<file path="src/rtl/nios_system_sysinfo_pkg.sv">
// rtl/nios_system_sysinfo_pkg.sv - register map and CTRL bit positions for the sysinfo slave
package nios_system_sysinfo_pkg;
  localparam logic [2:0] REG_ID        = 3'd0;
  localparam logic [2:0] REG_TIMESTAMP = 3'd1;
  localparam logic [2:0] REG_SCRATCH   = 3'd2;
  localparam logic [2:0] REG_UPTIME_LO = 3'd3;
  localparam logic [2:0] REG_UPTIME_HI = 3'd4;
  localparam logic [2:0] REG_CTRL      = 3'd5;
  localparam logic [2:0] REG_INFO      = 3'd6;

  localparam int CTRL_EN   = 0;
  localparam int CTRL_CLR  = 1;
  localparam int CTRL_WRAP = 2;

  localparam logic [7:0] MAP_VERSION = 8'd1;
endpackage

</file>
<file path="src/rtl/nios_system_sysinfo_uptime.sv">
// rtl/nios_system_sysinfo_uptime.sv - free-running uptime counter with enable, clear and sticky wrap
module nios_system_sysinfo_uptime #(
  parameter int W = 64
) (
  input  logic         i_clk,
  input  logic         i_rst,
  input  logic         i_ctrl_wr,
  input  logic         i_en_wdata,
  input  logic         i_clr,
  output logic [W-1:0] o_count,
  output logic         o_en,
  output logic         o_wrap
);
  logic [W-1:0] r_count;
  logic         r_en;
  logic         r_wrap;

  always_ff @(posedge i_clk or posedge i_rst) begin
    if (i_rst) begin
      r_count <= '0;
      r_en    <= 1'b1;
      r_wrap  <= 1'b0;
    end else begin
      if (i_ctrl_wr) begin
        r_en <= i_en_wdata;
      end
      // Clear takes priority over an increment or wrap landing on the same edge.
      if (i_ctrl_wr && i_clr) begin
        r_count <= '0;
        r_wrap  <= 1'b0;
      end else if (r_en) begin
        r_count <= r_count + W'(1);
        if (&r_count) begin
          r_wrap <= 1'b1;
        end
      end
    end
  end

  assign o_count = r_count;
  assign o_en    = r_en;
  assign o_wrap  = r_wrap;
endmodule

</file>
<file path="src/rtl/nios_system_sysinfo.sv">
// rtl/nios_system_sysinfo.sv - Avalon-MM system-info slave: ID, timestamp, scratch, uptime snapshot
module nios_system_sysinfo
  import nios_system_sysinfo_pkg::*;
#(
  parameter int                DATA_W      = 32,
  parameter logic [31:0]       ID_VALUE    = 32'd0,
  parameter logic [31:0]       TIMESTAMP   = 32'd1674984379,
  parameter logic [DATA_W-1:0] SCRATCH_RST = '0
) (
  input  logic              clock,
  input  logic              reset,
  input  logic [2:0]        address,
  input  logic              read,
  input  logic              write,
  input  logic [DATA_W-1:0] writedata,
  output logic [DATA_W-1:0] readdata,
  output logic              readdatavalid
);
  localparam logic [DATA_W-1:0] LP_ID   = ID_VALUE[DATA_W-1:0];
  localparam logic [DATA_W-1:0] LP_TS   = TIMESTAMP[DATA_W-1:0];
  localparam logic [7:0]        LP_W8   = 8'(DATA_W);

  logic [DATA_W-1:0]   r_rdata;
  logic                r_rvalid;
  logic [DATA_W-1:0]   r_scratch;
  logic [DATA_W-1:0]   r_shadow_hi;

  logic                w_rd;
  logic                w_ctrl_wr;
  logic [2*DATA_W-1:0] w_count;
  logic                w_en;
  logic                w_wrap;
  logic [DATA_W-1:0]   w_rdata;

  // A simultaneous write suppresses the read response entirely.
  assign w_rd      = read && !write;
  assign w_ctrl_wr = write && (address == REG_CTRL);

  nios_system_sysinfo_uptime #(.W(2*DATA_W)) u_uptime (
    .i_clk      (clock),
    .i_rst      (reset),
    .i_ctrl_wr  (w_ctrl_wr),
    .i_en_wdata (writedata[CTRL_EN]),
    .i_clr      (writedata[CTRL_CLR]),
    .o_count    (w_count),
    .o_en       (w_en),
    .o_wrap     (w_wrap)
  );

  always_comb begin
    w_rdata = '0;
    case (address)
      REG_ID:        w_rdata = LP_ID;
      REG_TIMESTAMP: w_rdata = LP_TS;
      REG_SCRATCH:   w_rdata = r_scratch;
      REG_UPTIME_LO: w_rdata = w_count[DATA_W-1:0];
      REG_UPTIME_HI: w_rdata = r_shadow_hi;
      REG_CTRL: begin
        w_rdata[CTRL_EN]   = w_en;
        w_rdata[CTRL_WRAP] = w_wrap;
      end
      REG_INFO: begin
        w_rdata[7:0]  = LP_W8;
        w_rdata[15:8] = MAP_VERSION;
      end
      default: w_rdata = '0;
    endcase
  end

  always_ff @(posedge clock or posedge reset) begin
    if (reset) begin
      r_rdata     <= '0;
      r_rvalid    <= 1'b0;
      r_scratch   <= SCRATCH_RST;
      r_shadow_hi <= '0;
    end else begin
      r_rvalid <= w_rd;
      r_rdata  <= w_rd ? w_rdata : '0;
      if (write && (address == REG_SCRATCH)) begin
        r_scratch <= writedata;
      end
      // Snapshot the upper half together with the low-half read so HI pairs with it.
      if (w_rd && (address == REG_UPTIME_LO)) begin
        r_shadow_hi <= w_count[2*DATA_W-1:DATA_W];
      end
    end
  end

  assign readdata      = r_rdata;
  assign readdatavalid = r_rvalid;
endmodule

</file>
<file path="config.mk">
export PLATFORM = sky130hd
export DESIGN_NAME = nios_system_sysinfo
export DESIGN_NICKNAME = d
export VERILOG_FILES = /design/src/rtl/nios_system_sysinfo_pkg.sv /design/src/rtl/nios_system_sysinfo_uptime.sv /design/src/rtl/nios_system_sysinfo.sv
export SDC_FILE = /design/constraint.sdc
export NUM_CORES = 1
export LEC_CHECK = 0
export ABC_AREA = 1
export BUFFER_PORTS_ARGS = -buffer_cell sky130_fd_sc_hd__buf_2
export CAP_MARGIN = 20
export CORE_UTILIZATION = 40
export DETAILED_ROUTE_END_ITERATION = 16
export SLEW_MARGIN = 15
export SYNTH_ARGS = -nofsm -noshare
export SYNTH_HDL_FRONTEND = slang
export SYNTH_SLANG_ARGS = --single-unit
</file>
<file path="constraint.sdc">
create_clock -name clock -period 5.14 [get_ports clock]
set_clock_uncertainty 0.15 [all_clocks]
set_input_delay 0.514 -clock clock [delete_from_list [all_inputs] [get_ports clock]]
set_output_delay 0.514 -clock clock [all_outputs]
set_load 0.03 [all_outputs]
</file>
# Yosys cells after proc, flatten, opt, wreduce, memory -nomap -nowiden

Index checks and enable logic that the tools add are counted.

Reductions and logical operators: 10
Equality and inequality tests: 6
Add/sub/neg operators: 1
Muxes and demuxes: 11

Operators by type and width:

| operator                                      | number |
|---|---|
| 2-to-1 mux 64 bit                             | 2 |
| case mux 13 bit (5 select lines)              | 1 |
| adder 64 x 1 -> 64 bit, second input constant | 1 |
| case mux 16 bit (4 select lines)              | 1 |
| AND reduction 64 bit                          | 1 |
| 2-to-1 mux 32 bit                             | 1 |
| == test 3 bit, second input constant          | 3 |
| case mux 1 bit (4 select lines)               | 2 |
| == test 3 x 2 -> 1 bit, second input constant | 2 |
| logical AND 1 bit                             | 5 |
| case mux 1 bit (5 select lines)               | 1 |
| nonzero test 2 bit                            | 2 |
| == test 3 x 1 -> 1 bit, second input constant | 1 |
| 2-to-1 mux 1 bit                              | 3 |
| AND reduction 2 bit                           | 1 |
| logical NOT 1 bit                             | 1 |

Bits in registers: 163
Output and inout bits: 33

# Depth between registers and ports, before layout

Gate-level depths: netlist of the first run.

Depth after elaboration: 5
Depth in mapped cells: 11
Mapped depth without buffers: 11

# Modules after synthesis

A second synthesis of the first run with hierarchy kept.

Cell total of the unflattened synthesis: 1250
Area, all modules: 8743.4 µm²

By module, submodules not included:

| module                     | area each (µm²) | instances | cells an instance | sequential area each (µm²) |
|---|---|---|---|---|
| nios_system_sysinfo_uptime | 4401.7          | 1         | 699               | 1652.8 |
| nios_system_sysinfo        | 4341.7          | 1         | 551               | 2427.3 |

# Least setup slack after synthesis of the first run

OpenSTA, ideal clock, no wires.

Path kind: reg2reg
From: register u_uptime.r_en (netlist: u_uptime.o_en)
To: register u_uptime.r_count[62] (netlist: u_uptime.o_count[62])
Stages on the path, launching flop included: 11
Setup slack: 3.463 ns
Buffers on the path: 1
Arrival: 1.411 ns
Data required time: 4.873 ns
Clock period less this slack: 1.677 ns
Path through: dfstp_2 > clkbuf_2 > inv_1 > nor2_1 > nand2_1 > nor2_1 > nand2_1 > nor2_1 > nand4_1 > nand2_1 > nor2_1

Word-level cells in the longest chain between the ends: 1

RTL lines:

| what                                | RTL line                         | RTL |
|---|---|---|
| start, declared                     | nios_system_sysinfo_uptime.sv:15 | `logic r_en;` |
| start signal, assigned              | nios_system_sysinfo_uptime.sv:25 | `r_en <= i_en_wdata;` |
| nonzero test 2 bit (no source line) | --                               |  |
| end signal, assigned                | nios_system_sysinfo_uptime.sv:32 | `r_count <= r_count + W'(1);` |
| end, declared                       | nios_system_sysinfo_uptime.sv:14 | `logic [W-1:0] r_count;` |

No other way between the ends.
A chain may end at the register's enable or synchronous reset.

# Final worst setup path of the first run

From: input port address[2]
To: register r_scratch[27]

Word-level cells in the longest chain between the ends: 2

RTL lines:

| what                   | RTL line                  | RTL |
|---|---|---|
| start, declared        | nios_system_sysinfo.sv:12 | `input logic [2:0] address,` |
| == test 3 x 2 -> 1 bit | nios_system_sysinfo.sv:79 | `if (write && (address == REG_SCRATCH)) begin` |
| logical AND 1 bit      | nios_system_sysinfo.sv:79 |  |
| end signal, assigned   | nios_system_sysinfo.sv:80 | `r_scratch <= writedata;` |
| end, declared          | nios_system_sysinfo.sv:25 | `logic [DATA_W-1:0] r_scratch;` |

No other way between the ends.

==> results of run 1 <==
cell usage after synthesis:
| library cell | count |
|---|---|
| nor2_2 | 11 |
| nand2_1 | 225 |
| clkbuf_1 | 10 |
| o21ai_1 | 12 |
| o22ai_1 | 3 |
| nand4_1 | 14 |
| o21ai_0 | 59 |
| nor3b_1 | 1 |
| buf_1 | 1 |
| o21bai_1 | 1 |
| mux2_1 | 23 |
| a22oi_1 | 2 |
| nor2_4 | 3 |
| dfstp_2 | 1 |
| nor3_1 | 17 |
| nand3b_1 | 4 |
| dfrtp_1 | 162 |
| inv_1 | 105 |
| nor3_2 | 2 |
| nor2_1 | 213 |
| inv_2 | 6 |
| nand3_2 | 1 |
| o221ai_1 | 1 |
| ha_1 | 1 |
| buf_2 | 17 |
| o2111ai_1 | 1 |
| a221oi_1 | 22 |
| nand3_1 | 51 |
| xor2_1 | 3 |
| clkbuf_2 | 1 |
| buf_4 | 4 |
| a21oi_1 | 46 |
| a31oi_1 | 5 |
| nand2_2 | 4 |
how the worst max path moves through the flow:
stage,start,endpoint,slack (ns),depth (start not counted)
after floorplan,reset,r_scratch[0],0.07,1
after global placement,address[2],r_scratch[31],2.24,9
after detailed placement,address[2],r_scratch[27],2.17,9
after CTS,address[2],r_scratch[27],2.63,9
after global routing,u_uptime.o_en,u_uptime.o_count[42],2.45,8
final,address[2],r_scratch[27],2.62,9
where the power goes:
| part | internal (mW) | switching, mW |
|---|---|---|
| registers | 1.39 | 0.0946 |
| logic | 0.0968 | 0.182 |
| clock network | 0.730 | 0.564 |
| total | 2.22 | 0.841 |
area by class of cell:
| cell class | count | area, um2 |
|---|---|---|
| fill | 2011 | 10400 |
| sequential | 163 | 4080 |
| multi-input combinational | 725 | 3440 |
| clock buffer | 18 | 429 |
| inverter | 111 | 422 |
| timing repair buffer | 77 | 408 |
| tap | 265 | 332 |
| clock inverter | 14 | 166 |
flip-flops by register name (all words and copies together), names as in the netlist:
signal / flops
u_uptime.o_count: 64
r_shadow_hi: 32
u_uptime.o_wrap: 1
u_uptime.o_en: 1
r_scratch: 32
readdata: 32
readdatavalid: 1
stage by stage:
step,cells,hold WS (ns)
finish,1373,0.111
global route,1373,0.134
floorplan,1032,0.292
detailed placement,1340,0.309
global placement,1340,0.308
CTS,1372,0.128
per-layer routing:
metal	part of all wire	vias up	GRT usage	wire length [um]
met1	0.48	3357	0.338	11300
met3	0.057	32	0.0421	1360
met5	0	-	0	0
met2	0.45	227	0.383	10700
li1	-	3476	-	-
met4	0.021	0	0.0820	493
cells by family (layout without fill, tap and decap cells):
family,count (synthesis),in the layout,share of synthesized area
simple gates,546,546,0.280
fa+ha+maj,1,1,0.00155
flops,163,163,0.504
compound gates,152,152,0.107
xor+xnor,3,3,0.00325
buf+inv,144,220,0.0714
mux,23,23,0.0320
worst max-delay path, cell delays in order:
cell and delay, ns:
buf_2 0.12, inv_2 0.08, nand2_2 0.08, inv_2 0.07
nand2_1 0.24, inv_2 0.44, nand2_2 0.39, buf_4 0.36
mux2_1 0.35
==> results.ini, run 1 <==
[pwr]
leakagePower_nw = 4.22
total_power_mw = 3.06
powerDensity_mw_per_mm2 = 329
ir_drop_uv = 199

[sta]
tightest_slew_ns = 0.974
final_max_slew_viol_count = 0
hold_viol_final = 0
period_share = 0.489
setup_viol = 0
postLayoutSetupSlackWorst_ns = 2.62
rsz0062_at_grt = no
fmax_ghz = 0.397
min_period_ns = 2.52
setup_tns_ns = 0
max-slew-margin-rel = 0.350

[setup_path]
critical_path.reg2reg.startpoint = u_uptime.o_en
critical_path_class = in2reg
required_ns = 5.30
worstPathArrival_ns = 2.67
rr_worst_depth = 7
reg2reg_to = u_uptime.o_count[26]
rrSetupSlack_ns = 2.65
start_kind = input port
cp_max_fo = 27
cp-end-kind = register

[drt]
finalWirelength_um = 23800
routed_via_density = 5.17
route.antenna.remaining_nets = 0
vias = 7092
dr.first_iter.drc_count = 574
drc = 0
firstDrtPassIters = 5
drt-wirelength-per-cell_um = 17.4

[floorplanning]
initial_core_util = 0.412
die_h_um = 144
die_area_mm2 = 0.0208
placementRows = 51
io_pins = 72
core_mm2 = 0.0197
die_x_um = 144

[min_path]
hold_class = in2async

[cts]
ctsRootBufferMaster = clkbuf_16
cts.path.max_buffers = 2
cts_buffers = 17
clkTransAtPathRegs_ns = 0.07
cts_sinks = 163
post_cts_resized = 0
clk_latency_ns = 0.43
htreeDepth = 4
ctsHoldBuffers = 0
cts_tree = yes
cts_setup_buffers = 0

[final_layout]
mostFrequentLayoutCells = 223 x nand2_1, 213 x nor2_1, 162 x dfrtp_1
areaGrowthSynthToFinish_pct = 14.7
drive_gt1_frac = 0.125
diodes = 0
final_common_cell = nand2_1
final_cell_area_mm2 = 0.00928
nets = 1135
finish.utilization = 0.472

[placed_design]
portBuffers = 71
post-place-ws_ns = 2.17
gp_congestion = 0.937
hpwl_um = 18100
post_dp_cell_area_mm2 = 0.00867

[flow_run]
max-cap-violations = 0

[synthesis]
syn_avg_cell_area_um2 = 7.84
syn_nets = 1072
yosysSeqAreaShare = 0.504
ys_ff_latch = 163
synthCells = 1032
syn-cell-area_mm2 = 0.00809
netlist.area_leader.share = 0.501
ys_warn_count = 0
synthTopCellsByArea = dfrtp_1 50%, nand2_1 10%, nor2_1 9.9%, inv_1 4.9%, o21ai_0 3.6%
synth_cell_types = 34
synth_top_area_cell = dfrtp_1

[global_routing]
grt_pass1_vias = 6576
grt_start_max_net_pins = 96
grt_pass1_wl_um = 36900
grtUsageTotal = 0.243
grt-ovfl-total = 0
antenna_found_initial = 0

[run_status]
status = completed

Note: power is estimated with default switching activity, not from simulation.
==> inputs of run 2 (changes only) <==
- ABC_AREA: 1 -> 0
- clock period: 5.14 -> 2.2 ns (I/O delays scaled with it)
==> run 2 against run 1 <==
Against the previous run: the flow now finishes with violations (setup timing); register-to-register slack worse by 2.7 ns; combinational power rose to 6.6 times the previous value; sequential power rose to 2.7 times the previous value; setup slack worse by 2.7 ns; sequential share of layout area down 4.7 points; critical endpoint is now u_uptime.o_count[56]; largest power group unchanged.
==> results.ini, run 2 <==
[placed_design]
hpwl_um = 15600  ; -14%
portBuffers = 71  ; unchanged
post_dp_cell_area_mm2 = 0.00899  ; +3.7%
post-place-ws_ns = -0.0240  ; -2.19 ns
gp_congestion = 0.901  ; -3.8%
placed_cells = 1097  ; -18%

[setup_path]
critical_path.reg2reg.startpoint = u_uptime.o_count[1]
critical_path_class = reg2reg
worstPathArrival_ns = 2.41  ; -0.26 ns
required_ns = 2.37  ; -2.93 ns
slowest_stage = dfrtp_1
start_kind = register
rrSetupSlack_ns = -0.04  ; -2.69 ns
crit_chain = ha_4 -> nand2_4 -> nor4_4 -> nand4_4 -> buf_4 -> clkbuf_16 -> o31ai_1 -> a21oi_2
cp-end-kind = register
reg2reg_to = u_uptime.o_count[56]
cp_max_fo = 8  ; -70%
cpPeakStageDelay_ns = 0.40  ; -0.04 ns
rr_worst_depth = 8  ; +1

[synthesis]
yosys.area_share.adder = 0.00162  ; +0.0000765
ys_ff_latch = 163  ; unchanged
synth-edff-count = 0  ; unchanged
synth_top_family_by_area = simple AND/OR/NAND/NOR gates
netlist.area_leader.share = 0.526  ; +0.0248
synth_cell_types = 46  ; +35%
yosysSeqAreaShare = 0.529  ; +0.0250
async_flop_share = 1.00  ; unchanged
yosysMostFrequentCell = dfrtp_1
synth_flop_cell = dfrtp_1
synthTopCellsByArea = dfrtp_1 53%, mux2_2 8.9%, nor2_1 4.3%, a21oi_1 3.4%, nand4_1 2.4%
synth_top_area_cell = dfrtp_1
syn_avg_cell_area_um2 = 10.4  ; +33%
ys_top_cells_by_count = 162 x dfrtp_1, 89 x nor2_1, 61 x mux2_2
syn_nets = 779  ; -27%
synth_compound_area_frac = 0.118  ; +0.0112
synth.mux.area_fraction = 0.103  ; +0.0714
ys_warn_count = 0  ; unchanged
synth-simple-area-share = 0.189  ; -0.0915
synth_xor_area_frac = 0.0318  ; +0.0286
syn-cell-area_mm2 = 0.00771  ; -4.7%
synthCells = 739  ; -28%

[floorplanning]
initial_core_util = 0.411  ; -0.000901
die_h_um = 141  ; -2.4%
io_pins = 72  ; unchanged
die_area_mm2 = 0.0198  ; -4.6%
die_x_um = 141  ; -2.4%
placementRows = 50  ; -2.0%
core_mm2 = 0.0188  ; -4.5%

[final_layout]
instances_no_fill = 1180  ; -14%
largest_register_ff_count = 64  ; unchanged
final_common_cell = dfrtp_1
mostFrequentLayoutCells = 160 x dfrtp_1, 99 x buf_4, 89 x nor2_1
areaGrowthSynthToFinish_pct = 35.0
drive_gt1_frac = 0.347  ; +0.221
final_cell_area_mm2 = 0.0104  ; +12%
nets = 973  ; -14%
n_fill_cell = 1607  ; -20%
diodes = 0  ; unchanged

[drt]
dr.first_iter.drc_count = 677  ; +18%
vias = 6733  ; -5.1%
route.antenna.remaining_nets = 0  ; unchanged
firstDrtPassIters = 5  ; unchanged
drt-wirelength-per-cell_um = 19.4  ; +12%
routed_via_density = 5.71  ; +10%
finalWirelength_um = 22900  ; -4.0%
drc = 0  ; unchanged

[sta]
hold_viol_final = 0  ; unchanged
max-slew-margin-rel = 0.627  ; +0.277
min_period_ns = 2.24
period_share = 1.02
fmax_ghz = 0.446
final_max_slew_viol_count = 0  ; unchanged
setup_viol = 4  ; +4
tightest_slew_ns = 0.560  ; -0.414 ns
setup_tns_ns = -0.0964  ; -0.0964 ns
holdWs_ns = 0.0549  ; -0.0565 ns
rsz0062_at_grt = yes
postLayoutSetupSlackWorst_ns = -0.0398  ; -2.66 ns

[pwr]
ir_drop_uv = 504  ; +150%
leakagePower_nw = 4.61  ; +9.1%
powerDensity_mw_per_mm2 = 881  ; +170%

[min_path]
hp-start = read
min_path_cells = 3
hold_class = in2reg
hold_end = readdatavalid

[flow_run]
max-cap-violations = 0  ; unchanged

[cts]
clk_latency_ns = 0.43  ; about the same
clkTransAtPathRegs_ns = 0.07  ; about the same
cts_tree = yes
htreeDepth = 4  ; unchanged
ctsRootBufferMaster = clkbuf_16
cts.path.max_buffers = 2  ; unchanged
cts_buffers = 17  ; unchanged
cts_sinks = 163  ; unchanged

[run_status]
status = complete, but fails checks
violations = setup timing

[global_routing]
grt_pass1_vias = 6702  ; +1.9%
grt_pass1_wl_um = 35600  ; -3.5%
grt_start_max_net_pins = 97  ; +1.0%
grtUsageTotal = 0.234  ; -0.00953
grt-ovfl-total = 0  ; unchanged
antenna_found_initial = 0  ; unchanged

-- run 2: changes by cell type after synthesis, moves of 20 or more --
cell | previous run | this run
nand2_1 | 225 | 47
nand3_1 | 51 | 29
clkbuf_1 | 10 | 30
inv_1 | 105 | 10
o21ai_0 | 59 | 25
mux2_1 | 23 | 0
a221oi_1 | 22 | 2
mux2_2 | 0 | 61
nor2_1 | 213 | 89
-- run 2: how the worst max path moves through the flow --
stage | start | endpoint | slack, ns | cells after the start
after floorplan | reset | r_scratch[0] | -0.24 | 1
after global placement | u_uptime.o_count[38] | u_uptime.o_count[54] | 0.005 | 7
after detailed placement | u_uptime.o_count[19] | u_uptime.o_count[60] | -0.02 | 6
final | u_uptime.o_count[1] | u_uptime.o_count[56] | -0.04 | 8
after CTS | u_uptime.o_count[22] | u_uptime.o_count[60] | 0.01 | 6
after global routing | u_uptime.o_count[21] | u_uptime.o_count[60] | -0.1 | 6
-- run 2: timing repair --
item / CTS / global route
hold buffers: 34 / 0
setup buffers: 1 / 14
resized for setup: 10 / 48
pin swaps: 3 / 31
setup endpoints to repair: 6 / 26
hold endpoints to repair: 196 / 0
gates cloned: 1 / 2
-- run 2: layout make-up --
cell class              count  area (um2)  share of cell area
well taps                 234         293              0.0281
inverters                  10        41.3             0.00397
multi-input cells         523        3660               0.351
clock buffers              20         457              0.0439
flip-flops and latches    163        4080               0.392
repair buffers            218        1680               0.161
clock inverters            12         204              0.0196
-- run 2: kinds of logic after synthesis --
group | Yosys count
fa+ha+maj | 1
buf+inv | 53
mux | 72
compound gates | 144
simple gates | 278
xor+xnor | 28
flops | 163
-- run 2: where the power goes --
part / total (mW) / internal, mW / switching [mW]
Sequential: 4.04 / 3.56 / 0.478
Combinational: 1.83 / 0.924 / 0.909
Clock: 3.31 / 2.08 / 1.23
Total: 9.18 / 6.56 / 2.62
-- run 2: through the flow --
stage / utilization / power, mW
final: 0.555 / 9.18
after global routing: 0.555 / 9.60
after CTS: 0.536 / 9.12
after detailed placement: 0.479 / 5.73
after global placement: 0.479 / 5.64
after floorplan: - / 4.94
-- run 2: routing by layer --
layer,track usage,share of wire,vias up
li1,-,-,3086
met1,0.311,0.44,3397
met2,0.382,0.48,222
met3,0.0503,0.065,28
met4,0.0732,0.014,0
met5,0,0,-
-- run 2: worst max-delay path, delay by kind of cell, from the launching register on --
kind                       cells  cell delay, ns
DFF                            1            0.40
buffers and inverters          2            0.37
adders and majority gates      1            0.19
AOI/OAI and AO/OA              2            0.34
and+or+nand+nor                3            0.67
==> inputs of run 3 (changes only) <==
- clock period: 2.2 -> 2.37 ns (I/O delays scaled with it)
==> run 3 against run 2 <==
Against the previous run: the run now ends clean; critical endpoint is now u_uptime.o_count[24]; utilization shrank 3.6 points; highest routed layer unchanged; first-iteration DRC count shrank 18%; fmax shrank 2.3%; sequential power shrank 6.2%; die area is the same; sequential cell count is the same; total power shrank 14%; critical path depth shrank 2.
==> results.ini, run 3 (synthesis gave the netlist of run 2 again) <==
[setup_path]
critical_path_class = reg2reg
start_kind = register
critical_path.reg2reg.startpoint = u_uptime.o_count[8]
worstPathArrival_ns = 2.52  ; +0.11 ns
required_ns = 2.60  ; +0.23 ns
rr_worst_depth = 6  ; -2
cp_max_fo = 7  ; -1
cp-end-kind = register
startpoint = u_uptime.o_count[8]

[global_routing]
grt_pass1_vias = 6410  ; -4.4%
grt_pass1_wl_um = 34400  ; -3.3%
grt-ovfl-total = 0  ; unchanged
grtUsageTotal = 0.226  ; -0.00771
grt_start_max_net_pins = 78  ; -20%
antenna_found_initial = 0  ; unchanged

[final_layout]
mostFrequentLayoutCells = 161 x dfrtp_1, 89 x nor2_1, 71 x buf_2
diodes = 0  ; unchanged
nets = 928  ; -4.6%
finish.utilization = 0.519  ; -0.0361
largest_register_ff_count = 64  ; unchanged
final_common_cell = dfrtp_1
drive_gt1_frac = 0.279  ; -0.0681
n_fill_cell = 1667  ; +3.7%
instances_no_fill = 1135  ; -3.8%
areaGrowthSynthToFinish_pct = 26.2

[drt]
finalWirelength_um = 21200  ; -7.3%
routed_via_density = 5.70  ; -0.16%
drc = 0  ; unchanged
dr.first_iter.drc_count = 555  ; -18%
firstDrtPassIters = 5  ; unchanged
route.antenna.remaining_nets = 0  ; unchanged
drt-wirelength-per-cell_um = 18.7  ; -3.6%
vias = 6466  ; -4.0%

[flow_run]
max-cap-violations = 0  ; unchanged

[sta]
setup_tns_ns = 0  ; +0.0964 ns
final_max_slew_viol_count = 0  ; unchanged
min_period_ns = 2.29  ; +0.0529 ns
hold_viol_final = 0  ; unchanged
rsz0062_at_grt = yes
setup_viol = 0  ; -4
max-slew-margin-rel = 0.653  ; +0.0265
postLayoutSetupSlackWorst_ns = 0.0773  ; +0.117 ns
tightest_slew_ns = 0.515  ; -0.0445 ns
fmax_ghz = 0.436  ; -2.3%
period_share = 0.967  ; -0.0507

[floorplanning]
die_x_um = 141  ; unchanged
initial_core_util = 0.411  ; unchanged
die_area_mm2 = 0.0198  ; unchanged
die_h_um = 141  ; unchanged
placementRows = 50  ; unchanged
io_pins = 72  ; unchanged
core_mm2 = 0.0188  ; unchanged

[placed_design]
placed_cells = 1065  ; -2.9%
hpwl_um = 15000  ; -4.3%
portBuffers = 71  ; unchanged
gp_congestion = 0.909  ; +0.98%
post-place-ws_ns = 0.0519  ; +0.0759 ns

[pwr]
comb_power_share = 0.179  ; -0.021
p_sw_mw = 2.38  ; -8.9%
pwr-share-clk = 0.340  ; -0.020
pwr-share-seq = 0.481  ; +0.041
ir_drop_uv = 460  ; -8.8%
sw_frac_of_total = 0.303  ; +0.0176
powerDensity_mw_per_mm2 = 809  ; -8.2%
leakagePower_nw = 4.26  ; -7.5%
internal_power_mw = 5.49  ; -16%

[min_path]
hold_class = in2reg
min_path_cells = 4  ; +1
hp-start = address[2]

[cts]
cts_buffers = 17  ; unchanged
clkTransAtPathRegs_ns = 0.06  ; about the same
ctsRootBufferMaster = clkbuf_16
cts_tree = yes
cts_sinks = 163  ; unchanged
htreeDepth = 4  ; unchanged
clk_latency_ns = 0.44  ; about the same
cts.path.max_buffers = 2  ; unchanged

[run_status]
status = completed

==> run 3: changes by cell type in the layout (fill, tap and decap cells not counted), sizes merged <==
cell	change
clkinv	+2
clkbuf	-4
buf	-44
bufinv	-4
inv	+4
dlygate4sd3	+1
==> run 3: worst max-delay path: stages (launching register included) <==
cell     delay (ns)
dfrtp_1        0.45
nand4_4        0.19
nor4_4         0.37
buf_4          0.23
nand3_1        0.20
or4_1          0.54
nand2_1        0.09
==> run 3: final timing paths <==
check | endpoint | slack, ns
min | readdata[2] | 0.09
max in group asynchronous | u_uptime.o_count[44] | 1.35
min in group asynchronous | u_uptime.o_count[8] | 0.32
max | u_uptime.o_count[24] | 0.08
min reg2reg | r_shadow_hi[21] | 0.35
max reg2reg | u_uptime.o_count[24] | 0.08
==> run 3: stage by stage <==
step	power [mW]	hold WS, ns	cell area (um2)
after global routing	8.26	0.0998	9730
after detailed placement	5.17	0.245	8750
after global placement	5.11	0.241	8750
after floorplan	4.58	0.238	7710
final	7.87	0.0858	9730
after CTS	7.90	0.0584	9670
==> run 3: area by class of cell <==
cell class / instances / area (um2) / share of cell area
clock buffers: 18 / 439 / 0.0451
inverters: 10 / 41.3 / 0.00424
clock inverters: 14 / 129 / 0.0132
repair buffers: 173 / 1280 / 0.132
multi-input cells: 523 / 3470 / 0.356
flip-flops and latches: 163 / 4080 / 0.419
well taps: 234 / 293 / 0.0301
==> run 3: power by group through the flow <==
stage               combinational (mW)  clock, mW  sequential (mW)
CTS                               1.41       2.72             3.77
global placement                  1.31          0             3.80
finish                            1.41       2.68             3.79
global route                      1.57       2.83             3.86
floorplan                        0.877          0             3.71
detailed placement                1.36          0             3.82
==> run 3: repair_timing <==
action,CTS,global route
hold buffers,35,0
resized for setup,0,8
setup buffers,0,3
endpoints found under the hold margin,196,0
endpoints found under the setup margin,1,15
pin swaps,1,3
==> run 3: per-layer routing <==
layer  routed length, um  vias up  part of all wire  GRT usage
met1                9780     3292              0.46      0.306
met3                 866       19             0.041     0.0442
li1                    -     3000                 -          -
met5                   0        -                 0          0
met4                 229        0             0.011     0.0635
met2               10300      155              0.49      0.370
